===== src/rtl/shl_seq_if.sv =====
// shl_seq_if: request/response bundle for the sequential left shifter.
// master drives the operand side; slave (the shifter) drives the result side.
interface shl_seq_if #(
    parameter int WIDTH   = 4,
    parameter int SHAMT_W = 3
);
    logic               start;
    logic [WIDTH-1:0]   in;
    logic [SHAMT_W-1:0] shamt;
    logic               fill;
    logic               busy;
    logic               done;
    logic [WIDTH-1:0]   out;
    logic               ovf;
    modport master (output start, in, shamt, fill, input busy, done, out, ovf);
    modport slave  (input start, in, shamt, fill, output busy, done, out, ovf);
endinterface


===== src/rtl/shl_seq.sv =====
// shl_seq: sequential left shifter, one bit position per clock, done pulse on completion.
// Define SHL_OVF_DETECT_EN to build the sticky signed-overflow detector; otherwise ovf is 0.
module shl_seq #(
    parameter int WIDTH   = 4,
    parameter int SHAMT_W = 3
) (
    input  logic      clk,
    input  logic      rst_n,
    shl_seq_if.slave  bus
);
    typedef enum logic [1:0] {IDLE, SHIFT, DONE} state_t;
    state_t             r_state;
    logic [WIDTH-1:0]   r_data;
    logic [SHAMT_W-1:0] r_count;
    logic               r_fill;
    logic               w_accept;
    logic               w_step;
    assign w_accept = bus.start && (r_state != SHIFT);
    assign w_step   = !w_accept && (r_state == SHIFT);
    always_ff @(posedge clk or negedge rst_n) begin
        if (!rst_n) begin
            r_state <= IDLE;
            r_data  <= '0;
            r_count <= '0;
            r_fill  <= 1'b0;
        end else if (w_accept) begin
            r_data  <= bus.in;
            r_count <= bus.shamt;
            r_fill  <= bus.fill;
            r_state <= (bus.shamt == '0) ? DONE : SHIFT;
        end else if (w_step) begin
            r_data  <= {r_data[WIDTH-2:0], r_fill};
            r_count <= r_count - SHAMT_W'(1);
            r_state <= (r_count == SHAMT_W'(1)) ? DONE : SHIFT;
        end else if (r_state == DONE) begin
            r_state <= IDLE;
        end
    end
`ifdef SHL_OVF_DETECT_EN
    logic r_ovf;
    // A step flips the MSB exactly when the two top bits differ before it.
    always_ff @(posedge clk or negedge rst_n) begin
        if (!rst_n) r_ovf <= 1'b0;
        else if (w_accept) r_ovf <= 1'b0;
        else if (w_step) r_ovf <= r_ovf | (r_data[WIDTH-1] ^ r_data[WIDTH-2]);
    end
    assign bus.ovf = r_ovf;
`else
    assign bus.ovf = 1'b0;
`endif
    assign bus.busy = (r_state == SHIFT);
    assign bus.done = (r_state == DONE);
    assign bus.out  = r_data;
endmodule


===== src/flat_wrapper.sv =====
// flat-port wrapper written by rule: the top's interface ports become plain ports
module shl_seq_flat 
#(
    parameter int WIDTH   = 4,
    parameter int SHAMT_W = 3
)
  (clk, rst_n, bus_start, bus_in, bus_shamt, bus_fill, bus_busy, bus_done, bus_out, bus_ovf);
  shl_seq_if #(.WIDTH(WIDTH), .SHAMT_W(SHAMT_W)) bus_i ();
  input  logic clk;
  input  logic rst_n;
  input wire logic [$bits(bus_i.start)-1:0] bus_start;
  input wire logic [$bits(bus_i.in)-1:0] bus_in;
  input wire logic [$bits(bus_i.shamt)-1:0] bus_shamt;
  input wire logic [$bits(bus_i.fill)-1:0] bus_fill;
  output wire logic [$bits(bus_i.busy)-1:0] bus_busy;
  output wire logic [$bits(bus_i.done)-1:0] bus_done;
  output wire logic [$bits(bus_i.out)-1:0] bus_out;
  output wire logic [$bits(bus_i.ovf)-1:0] bus_ovf;
  assign bus_i.start = bus_start;
  assign bus_i.in = bus_in;
  assign bus_i.shamt = bus_shamt;
  assign bus_i.fill = bus_fill;
  assign bus_busy = bus_i.busy;
  assign bus_done = bus_i.done;
  assign bus_out = bus_i.out;
  assign bus_ovf = bus_i.ovf;
  shl_seq #(.WIDTH(WIDTH), .SHAMT_W(SHAMT_W)) u_core (.clk(clk), .rst_n(rst_n), .bus(bus_i));
endmodule

===== config.mk =====
export PLATFORM = sky130hd
export DESIGN_NAME = shl_seq_flat
export DESIGN_NICKNAME = d
export VERILOG_FILES = /design/src/rtl/shl_seq_if.sv /design/src/rtl/shl_seq.sv /design/src/flat_wrapper.sv
export SDC_FILE = /design/constraint.sdc
export NUM_CORES = 1
export LEC_CHECK = 0
export CAP_MARGIN = 20
export CORE_ASPECT_RATIO = 1.2
export CORE_MARGIN = 8
export CORE_UTILIZATION = 30
export CTS_BUF_LIST = sky130_fd_sc_hd__clkbuf_4 sky130_fd_sc_hd__clkbuf_8
export CTS_CLUSTER_DIAMETER = 30
export DETAILED_ROUTE_END_ITERATION = 12
export GPL_TIMING_DRIVEN = 0
export PLACE_DENSITY = 0.65
export SYNTH_ARGS = -nofsm -noshare
export SYNTH_HDL_FRONTEND = slang
export SYNTH_SLANG_ARGS = --single-unit

===== constraint.sdc =====
create_clock -name clk -period 2.2 [get_ports clk]
set_clock_uncertainty 0.2 [all_clocks]
set_input_delay 0.33 -clock clk [delete_from_list [all_inputs] [get_ports clk]]
set_output_delay 0.33 -clock clk [all_outputs]
set_load 0.005 [all_outputs]

==> results of run 1 <==
==> power by group <==
group | internal, mW | switching [mW]
Sequential | 0.280 | 0.0687
Clock | 0.0628 | 0.0556
Combinational | 0.289 | 0.219
Total | 0.632 | 0.344
==> path summary, 6_finish.rpt <==
check                                   from                 to  slack, ps  depth (start not counted)
max in group asynchronous              rst_n  u_core.r_count[0]       1300                          1
min in group clk               u_core.r_fill  u_core.bus.out[0]        280                          2
max                        u_core.r_state[1]           bus_busy        120                          3
min                                    rst_n      u_core.r_fill        180                          1
min reg2reg                    u_core.r_fill  u_core.bus.out[0]        280                          2
max reg2reg                u_core.r_state[1]      u_core.r_fill        630                          4
==> area by class of cell <==
type / instances / share of cell area
Buffer: 3 / 0.0298
Clock buffer: 3 / 0.0283
Inverter: 6 / 0.0283
Multi-Input combinational cell: 38 / 0.369
Sequential cell: 10 / 0.314
Tap cell: 19 / 0.0298
Timing Repair Buffer: 16 / 0.201
==> what timing repair did <==
action	CTS	global route
resized for setup	0	1
hold buffers	0	0
endpoints found under the setup margin	0	1
==> cells in the final DEF, fill, tap and decap left out, types with 2 or more instances in the layout <==
cell type        count
a21oi_1              4
nor2b_2              2
nand2_1              4
ha_1                 4
clkbuf_4             3
a211oi_1             3
dfrtp_1             10
inv_1                6
clkdlybuf4s50_1     16
mux2i_1              5
o21ai_0              4
==> state kept, by name (all words and copies together) (netlist names) <==
name	cells
u_core.bus.out	4
u_core.r_count	3
u_core.r_state	2
u_core.r_fill	1
==> cell families (layout without fill, tap and decap cells) <==
logic type	count (synthesis)	in the layout
flip-flops	10	10
multiplexers	6	6
AO/OA/AOI/OAI	14	14
AND/OR/NAND/NOR	11	11
adder cells (fa/ha/maj)	5	5
buffers and inverters	9	28
XOR/XNOR	1	1
other	1	1
==> layer usage <==
layer,part of all wire,track usage
met1,0.44,0.0752
met2,0.46,0.115
met3,0.078,0.0312
met4,0.023,0.0452
met5,0,0
==> flow_summary.toml, run 1 <==
[clocking]
cts_tree = "done"
htreeDepth = 1
clockBufferDepth = 2
cts_made_buffers = 3
cts.sink_count = 10
post-cts-setup-buffer-count = 0
clock-root-buffer = "clkbuf_4"
clk_pin_slew_ps = 60
worst_skew_pair.late_latency_ps = 260

[logic_synthesis]
ys.flop_type = "dfrtp_1"
synth_xor_area_frac = 0.0149
syn-mean-instance-area_um2 = 10.3
yosys.area.top_type = "dfrtp_1"
seq_area_frac_synth = 0.426
synth_fa_ha_area_frac = 0.106
synth_top_area_share = 0.426
syn-num-nets = 73
yosysUniqueCellTypes = 23
ys_ff_latch = 10
synth_compound_area_frac = 0.149
synth_warnings = 0
synth_top_family_by_area = "compound AO/OA/AOI/OAI gates"
async_reset_ff_frac = 1.00
syn_inst = 57
synth-simple-area-share = 0.115
synth.most_common_cell = "dfrtp_1"
muxShareOfSynthArea = 0.104
synth_edf_count = 0
yosys-top-cells-count = "dfrtp_1, inv_1, ha_1, mux2i_1"
synth_area_um2 = 588
synth_area_leaders = "dfrtp_1, ha_1, mux2i_1"

[route]
drt_wl_total_mm = 1.14
dr.pass1.iters = 4
vias = 461
viasPerCell = 4.85
drt_iter0_drc = 3
post-route-drc-count = 0
wire_per_inst_um = 12.0
ant_nets = 0

[power]
p_per_area_mw_per_mm2 = 1220
peakVddDrop_mv = 0.522
power.leakage_nw = 0.369
power_mw = 0.976

[worst_setup_path]
path_delay_family = "buffers and inverters"
cp_num_buf_inv = 2
crit_path_top_delay_cell = "clkdlybuf4s50_1"
crit_required_ps = 1670
crit_arrival_ps = 1550
cp-start-kind = "flop"
max_stage_delay_ps = 530
crit_chain = "inv_1 -> ha_2 -> clkdlybuf4s50_1"
critPathMaxFanout = 7
setup.worst_path.end_class = "primary output"
critical_path_class = "flop to primary output"

[floorplan]
rows = 17
dieWidth_um = 56.4
die_h_um = 64.5
dieArea_mm2 = 0.00364
coreArea_mm2 = 0.00185
initial_utilization = 0.318
ioPinCount = 18

[sta]
fin_crit_ps = 2080
rsz0062_at_grt = "no"
hold_viol_final = 0
fmax_ghz = 0.482
setup_ws_ps = 124
hold_ws_ps = 184
setup_viol = 0
fin_setup_tns_ps = 0
drv_slew = 0
post-route-period-util = 0.944

[global_routing]
grt_pass1_vias = 539
antenna_found_initial = 0
grt_max_degree = 11
grt_pass1_wl_mm = 2.14
grt-ovfl-total = 0
grt_usage = 0.0716

[placement]
place.gp.congestion = 0.736
placedInstanceArea_um2 = 772
post-place-ws_ps = 347
dp.cells = 92
dp_hpwl_um = 924
port_buffers = 16

[final_layout]
multiInputGateArea_um2 = 294
stdcell_count = 95
n_fill_cell = 191
final_cell_area_um2 = 797
drive_above_1_share = 0.158
diodes = 0
syn2layout_area_growth_pct = 35.5
ff_latch_area_um2 = 250
final_core_util = 0.431
nets = 94

[run_status]
outcome = "finished clean"

[worst_hold_path]
worstHoldPathType = "input port to asynchronous set/reset pin"

[run]
cap_violations = 0
Power figures use the tool's default switching activity.
==> run 2, diff against run 1 <==
--- a/config.mk
+++ b/config.mk
@@ -14,6 +14,7 @@
 export DETAILED_ROUTE_END_ITERATION = 12
 export GPL_TIMING_DRIVEN = 0
 export PLACE_DENSITY = 0.65
+export SKIP_CTS_REPAIR_TIMING = 1
 export SYNTH_ARGS = -nofsm -noshare
 export SYNTH_HDL_FRONTEND = slang
 export SYNTH_SLANG_ARGS = --single-unit
==> constraint.sdc (replaced) <==
create_clock -name clk -period 2.2 [get_ports clk]
set_clock_uncertainty 0.2 [all_clocks]
set_input_delay 0.33 -clock clk [delete_from_list [all_inputs] [get_ports clk]]
set_output_delay 0.33 -clock clk [all_outputs]
set_load 0.02 [all_outputs]
==> run 2 against run 1 <==
Effect of this change: fmax rose by 4.2%; final area rose by 0.31%; non-clock buffer count stayed put; clock-buffer cell count unchanged; largest cell class unchanged; power up 6.3%; via count stayed put; sequential share of layout area down 0.098 points; core utilization is 0.14 points higher; global-route usage stayed put; sequential cell count unchanged.
==> flow_summary.toml, run 2 (synthesis gave the netlist of run 1 again) <==
[run_status]
outcome = "finished clean"

[clocking]
cts.sink_count = 10
clock-root-buffer = "clkbuf_4"
htreeDepth = 1
cts_tree = "done"
clk_pin_slew_ps = 60
cts_made_buffers = 3
clockBufferDepth = 2
worst_skew_pair.late_latency_ps = 260

[final_layout]
ff_latch_area_um2 = 250
largest_reg_flops = 4
syn2layout_area_growth_pct = 36.0
multiInputGateArea_um2 = 294
final_core_util = 0.432
n_fill_cell = 190
final_cell_mix = "clkdlybuf4s50_1, dfrtp_1, inv_1"
diodes = 0
nets = 94
final_common_cell = "clkdlybuf4s50_1"
final_cell_area_um2 = 800
drive_above_1_share = 0.158

[worst_setup_path]
crit_arrival_ps = 1460
critPathMaxFanout = 4
cp-start-kind = "flop"
setup.worst_path.end_class = "primary output"
crit_required_ps = 1670
critical_path_class = "flop to primary output"

[power]
pwr-share-seq = 0.336
p_per_area_mw_per_mm2 = 1300
power_frac_clock = 0.114
power_mw = 1.04
peakVddDrop_mv = 0.573
combinationalPowerShare = 0.550
p_sw_mw = 0.407
switching_share = 0.392
power.leakage_nw = 0.381
power.internal_mw = 0.631

[global_routing]
grt-ovfl-total = 0
grt_max_degree = 11
antenna_found_initial = 0
grt_pass1_wl_mm = 2.14
grt_pass1_vias = 539
grt_usage = 0.0716

[floorplan]
ioPinCount = 18
rows = 17
coreArea_mm2 = 0.00185
dieArea_mm2 = 0.00364
dieWidth_um = 56.4
die_h_um = 64.5
initial_utilization = 0.318

[placement]
post-place-ws_ps = 244
dp_hpwl_um = 924
place.gp.congestion = 0.736
port_buffers = 16
placedInstanceArea_um2 = 772

[route]
post-route-drc-count = 0
ant_nets = 0
viasPerCell = 4.85
wire_per_inst_um = 12.0
dr.pass1.iters = 4
drt_wl_total_mm = 1.14
drt_iter0_drc = 3
vias = 461

[sta]
hold_ws_ps = 184
drv_slew = 0
fmax_ghz = 0.502
rsz0062_at_grt = "no"
hold_viol_final = 0
setup_viol = 0
fin_crit_ps = 1990
post-route-period-util = 0.906
setup_ws_ps = 207

[worst_hold_path]
worstHoldPathType = "input port to asynchronous set/reset pin"

[run]
cap_violations = 0
[run 2: cell count changes in the layout (fill, tap and decap cells not counted), sizes merged]
cell | previous run | this run
dlymetal6s2s | 0 | 1
clkdlybuf4s50 | 16 | 15
[run 2: through the flow]
stage	std cells	setup TNS (ps)
4_1_cts	95	-62.1
5_1_grt	95	0
6_report	95	0
3_5_place_dp	92	0
2_1_floorplan	57	0
3_3_place_gp	92	0
[run 2: worst paths after layout]
kind,end,from,slack (ps),cells past startpoint
max in group asynchronous,u_core.r_count[0],rst_n,1300,1
min in group clk,u_core.bus.out[0],u_core.r_fill,280,2
setup / recovery,bus_done,u_core.r_state[0],210,3
setup reg to reg,u_core.r_fill,u_core.r_state[1],630,4
hold reg to reg,u_core.bus.out[0],u_core.r_fill,280,2
hold / removal,u_core.r_fill,rst_n,180,1
[run 2: worst max-delay path, cell delays in order (launching register included)]
cell and delay (ps):
dfrtp_1 410, inv_1 70, ha_1 130, clkdlybuf4s50_1 590
[run 2: metal layers]
metal	vias to the layer above	share of wire	track usage
met1	213	0.44	0.0752
met5	-	0	0
met3	4	0.078	0.0312
met4	0	0.023	0.0452
met2	15	0.46	0.115
li1	229	-	-
[run 2: cell type report]
| type | count | area share |
|---|---|---|
| plain buffers | 3 | 0.0297 |
| clock buffers | 3 | 0.0282 |
| inverters | 6 | 0.0282 |
| multi-input cells | 38 | 0.368 |
| flip-flops and latches | 10 | 0.313 |
| well taps | 19 | 0.0297 |
| repair buffers | 16 | 0.203 |
[run 2: power groups by stage]
stage / registers (mW) / clock network [mW] / logic [mW]
floorplan: 0.385 / 0 / 0.341
global placement: 0.351 / 0 / 0.562
detailed placement: 0.352 / 0 / 0.575
CTS: 0.349 / 0.125 / 0.580
global route: 0.363 / 0.131 / 0.646
finish: 0.349 / 0.118 / 0.570
==> run 3, diff against run 2 <==
==> constraint.sdc (replaced) <==
create_clock -name clk -period 2.38 [get_ports clk]
set_clock_uncertainty 0.2 [all_clocks]
set_input_delay 0.357 -clock clk [delete_from_list [all_inputs] [get_ports clk]]
set_output_delay 0.357 -clock clk [all_outputs]
set_load 0.02 [all_outputs]
==> run 3 against run 2 <==
Effect of this change: core utilization shrank 0.27 points; sequential power decreased by 7.7%; power fell by 7.7%; clock power down 8%; clock-buffer cell count unchanged; critical path type unchanged.
==> flow_summary.toml, run 3 (synthesis gave the netlist of run 1 again) <==
[run_status]
outcome = "finished clean"

[sta]
hold_ws_ps = 211
fin_setup_tns_ps = 0
drv_slew = 0
fmax_ghz = 0.439
setup_viol = 0
rsz0062_at_grt = "no"
fin_crit_ps = 2280
post-route-period-util = 0.958
hold_viol_final = 0

[route]
drt_wl_total_mm = 1.13
drt_iter0_drc = 3
viasPerCell = 4.83
wire_per_inst_um = 11.9
ant_nets = 0
dr.pass1.iters = 4
vias = 459
post-route-drc-count = 0

[power]
peakVddDrop_mv = 0.529
pwr-share-seq = 0.336
power_mw = 0.957
p_sw_mw = 0.375
p_per_area_mw_per_mm2 = 1200
power.internal_mw = 0.582
switching_share = 0.392
power.leakage_nw = 0.371
combinationalPowerShare = 0.550
power_frac_clock = 0.114

[global_routing]
grt-ovfl-total = 0
grt_usage = 0.0716
grt_pass1_wl_mm = 2.14
grt_pass1_vias = 539
antenna_found_initial = 0
grt_max_degree = 11

[clocking]
cts_made_buffers = 3
cts_tree = "done"
clockBufferDepth = 2
cts.sink_count = 10
clk_pin_slew_ps = 60
worst_skew_pair.late_latency_ps = 260
clock-root-buffer = "clkbuf_4"
htreeDepth = 1

[placement]
place.gp.congestion = 0.736
dp_hpwl_um = 924
port_buffers = 16

[final_layout]
nets = 94
syn2layout_area_growth_pct = 35.1
final_cell_mix = "clkdlybuf4s50_1, dfrtp_1, inv_1"
diodes = 0
final_common_cell = "clkdlybuf4s50_1"
largest_reg_flops = 4
drive_above_1_share = 0.145
n_fill_cell = 191

[floorplan]
coreArea_mm2 = 0.00185
dieWidth_um = 56.4
rows = 17
initial_utilization = 0.318
dieArea_mm2 = 0.00364
ioPinCount = 18
die_h_um = 64.5

[run]
cap_violations = 0

[worst_setup_path]
critPathMaxFanout = 7
crit_arrival_ps = 1720
setup.worst_path.end_class = "primary output"
critical_path_class = "flop to primary output"
crit_required_ps = 1820
cp-start-kind = "flop"

[worst_hold_path]
worstHoldPathType = "input port to asynchronous set/reset pin"
## run 3: cell count changes in the layout (fill, tap and decap cells not counted)
cell	before	now
clkdlybuf4s50_1	15	16
dlymetal6s2s_1	1	0
ha_1	4	5
ha_2	1	0
## run 3: area by class of cell
cell class / instances / area, µm² / area share
Buffer: 3 / 23.8 / 0.0299
Clock buffer: 3 / 22.5 / 0.0283
Inverter: 6 / 22.5 / 0.0283
Multi-Input combinational cell: 38 / 292 / 0.367
Sequential cell: 10 / 250 / 0.315
Tap cell: 19 / 23.8 / 0.0299
Timing Repair Buffer: 16 / 160 / 0.202
## run 3: layer usage
metal / part of all wire / global-route usage
met1: 0.44 / 0.0752
met2: 0.46 / 0.115
met3: 0.078 / 0.0312
met4: 0.023 / 0.0452
met5: 0 / 0
## run 3: worst paths after layout
| path | startpoint | endpoint | slack [ps] | depth (start not counted) |
|---|---|---|---|---|
| setup / recovery | u_core.r_state[1] | bus_busy | 100 | 3 |
| hold / removal | rst_n | u_core.r_fill | 210 | 1 |
| setup reg to reg | u_core.r_state[1] | u_core.r_fill | 730 | 4 |
| hold reg to reg | u_core.r_fill | u_core.bus.out[0] | 280 | 2 |
| max in group asynchronous | rst_n | u_core.r_count[0] | 1450 | 1 |
| min in group clk | u_core.r_fill | u_core.bus.out[0] | 280 | 2 |
## run 3: through the flow
| stage | instance area [µm²] | worst slack, ps | util | std cells |
|---|---|---|---|---|
| 3_3_place_gp | 772 | 401 | 0.417 | 92 |
| 6_report | 795 | 101 | 0.429 | 95 |
| 2_1_floorplan | 588 | 736 | - | 57 |
| 4_1_cts | 795 | 90.9 | 0.429 | 95 |
| 5_1_grt | 795 | 8.62 | 0.429 | 95 |
| 3_5_place_dp | 772 | 397 | 0.417 | 92 |
## run 3: worst max-delay path, stage by stage (launching register included)
cell,delay [ps]
dfrtp_1,400
inv_1,90
ha_1,310
clkdlybuf4s50_1,670
## run 3: power by group through the flow
stage               clock network, mW  registers (mW)  logic [mW]
floorplan                           0           0.356       0.315
global placement                    0           0.324       0.520
detailed placement                  0           0.325       0.531
CTS                             0.116           0.323       0.536
global route                    0.121           0.335       0.595
finish                          0.109           0.322       0.526
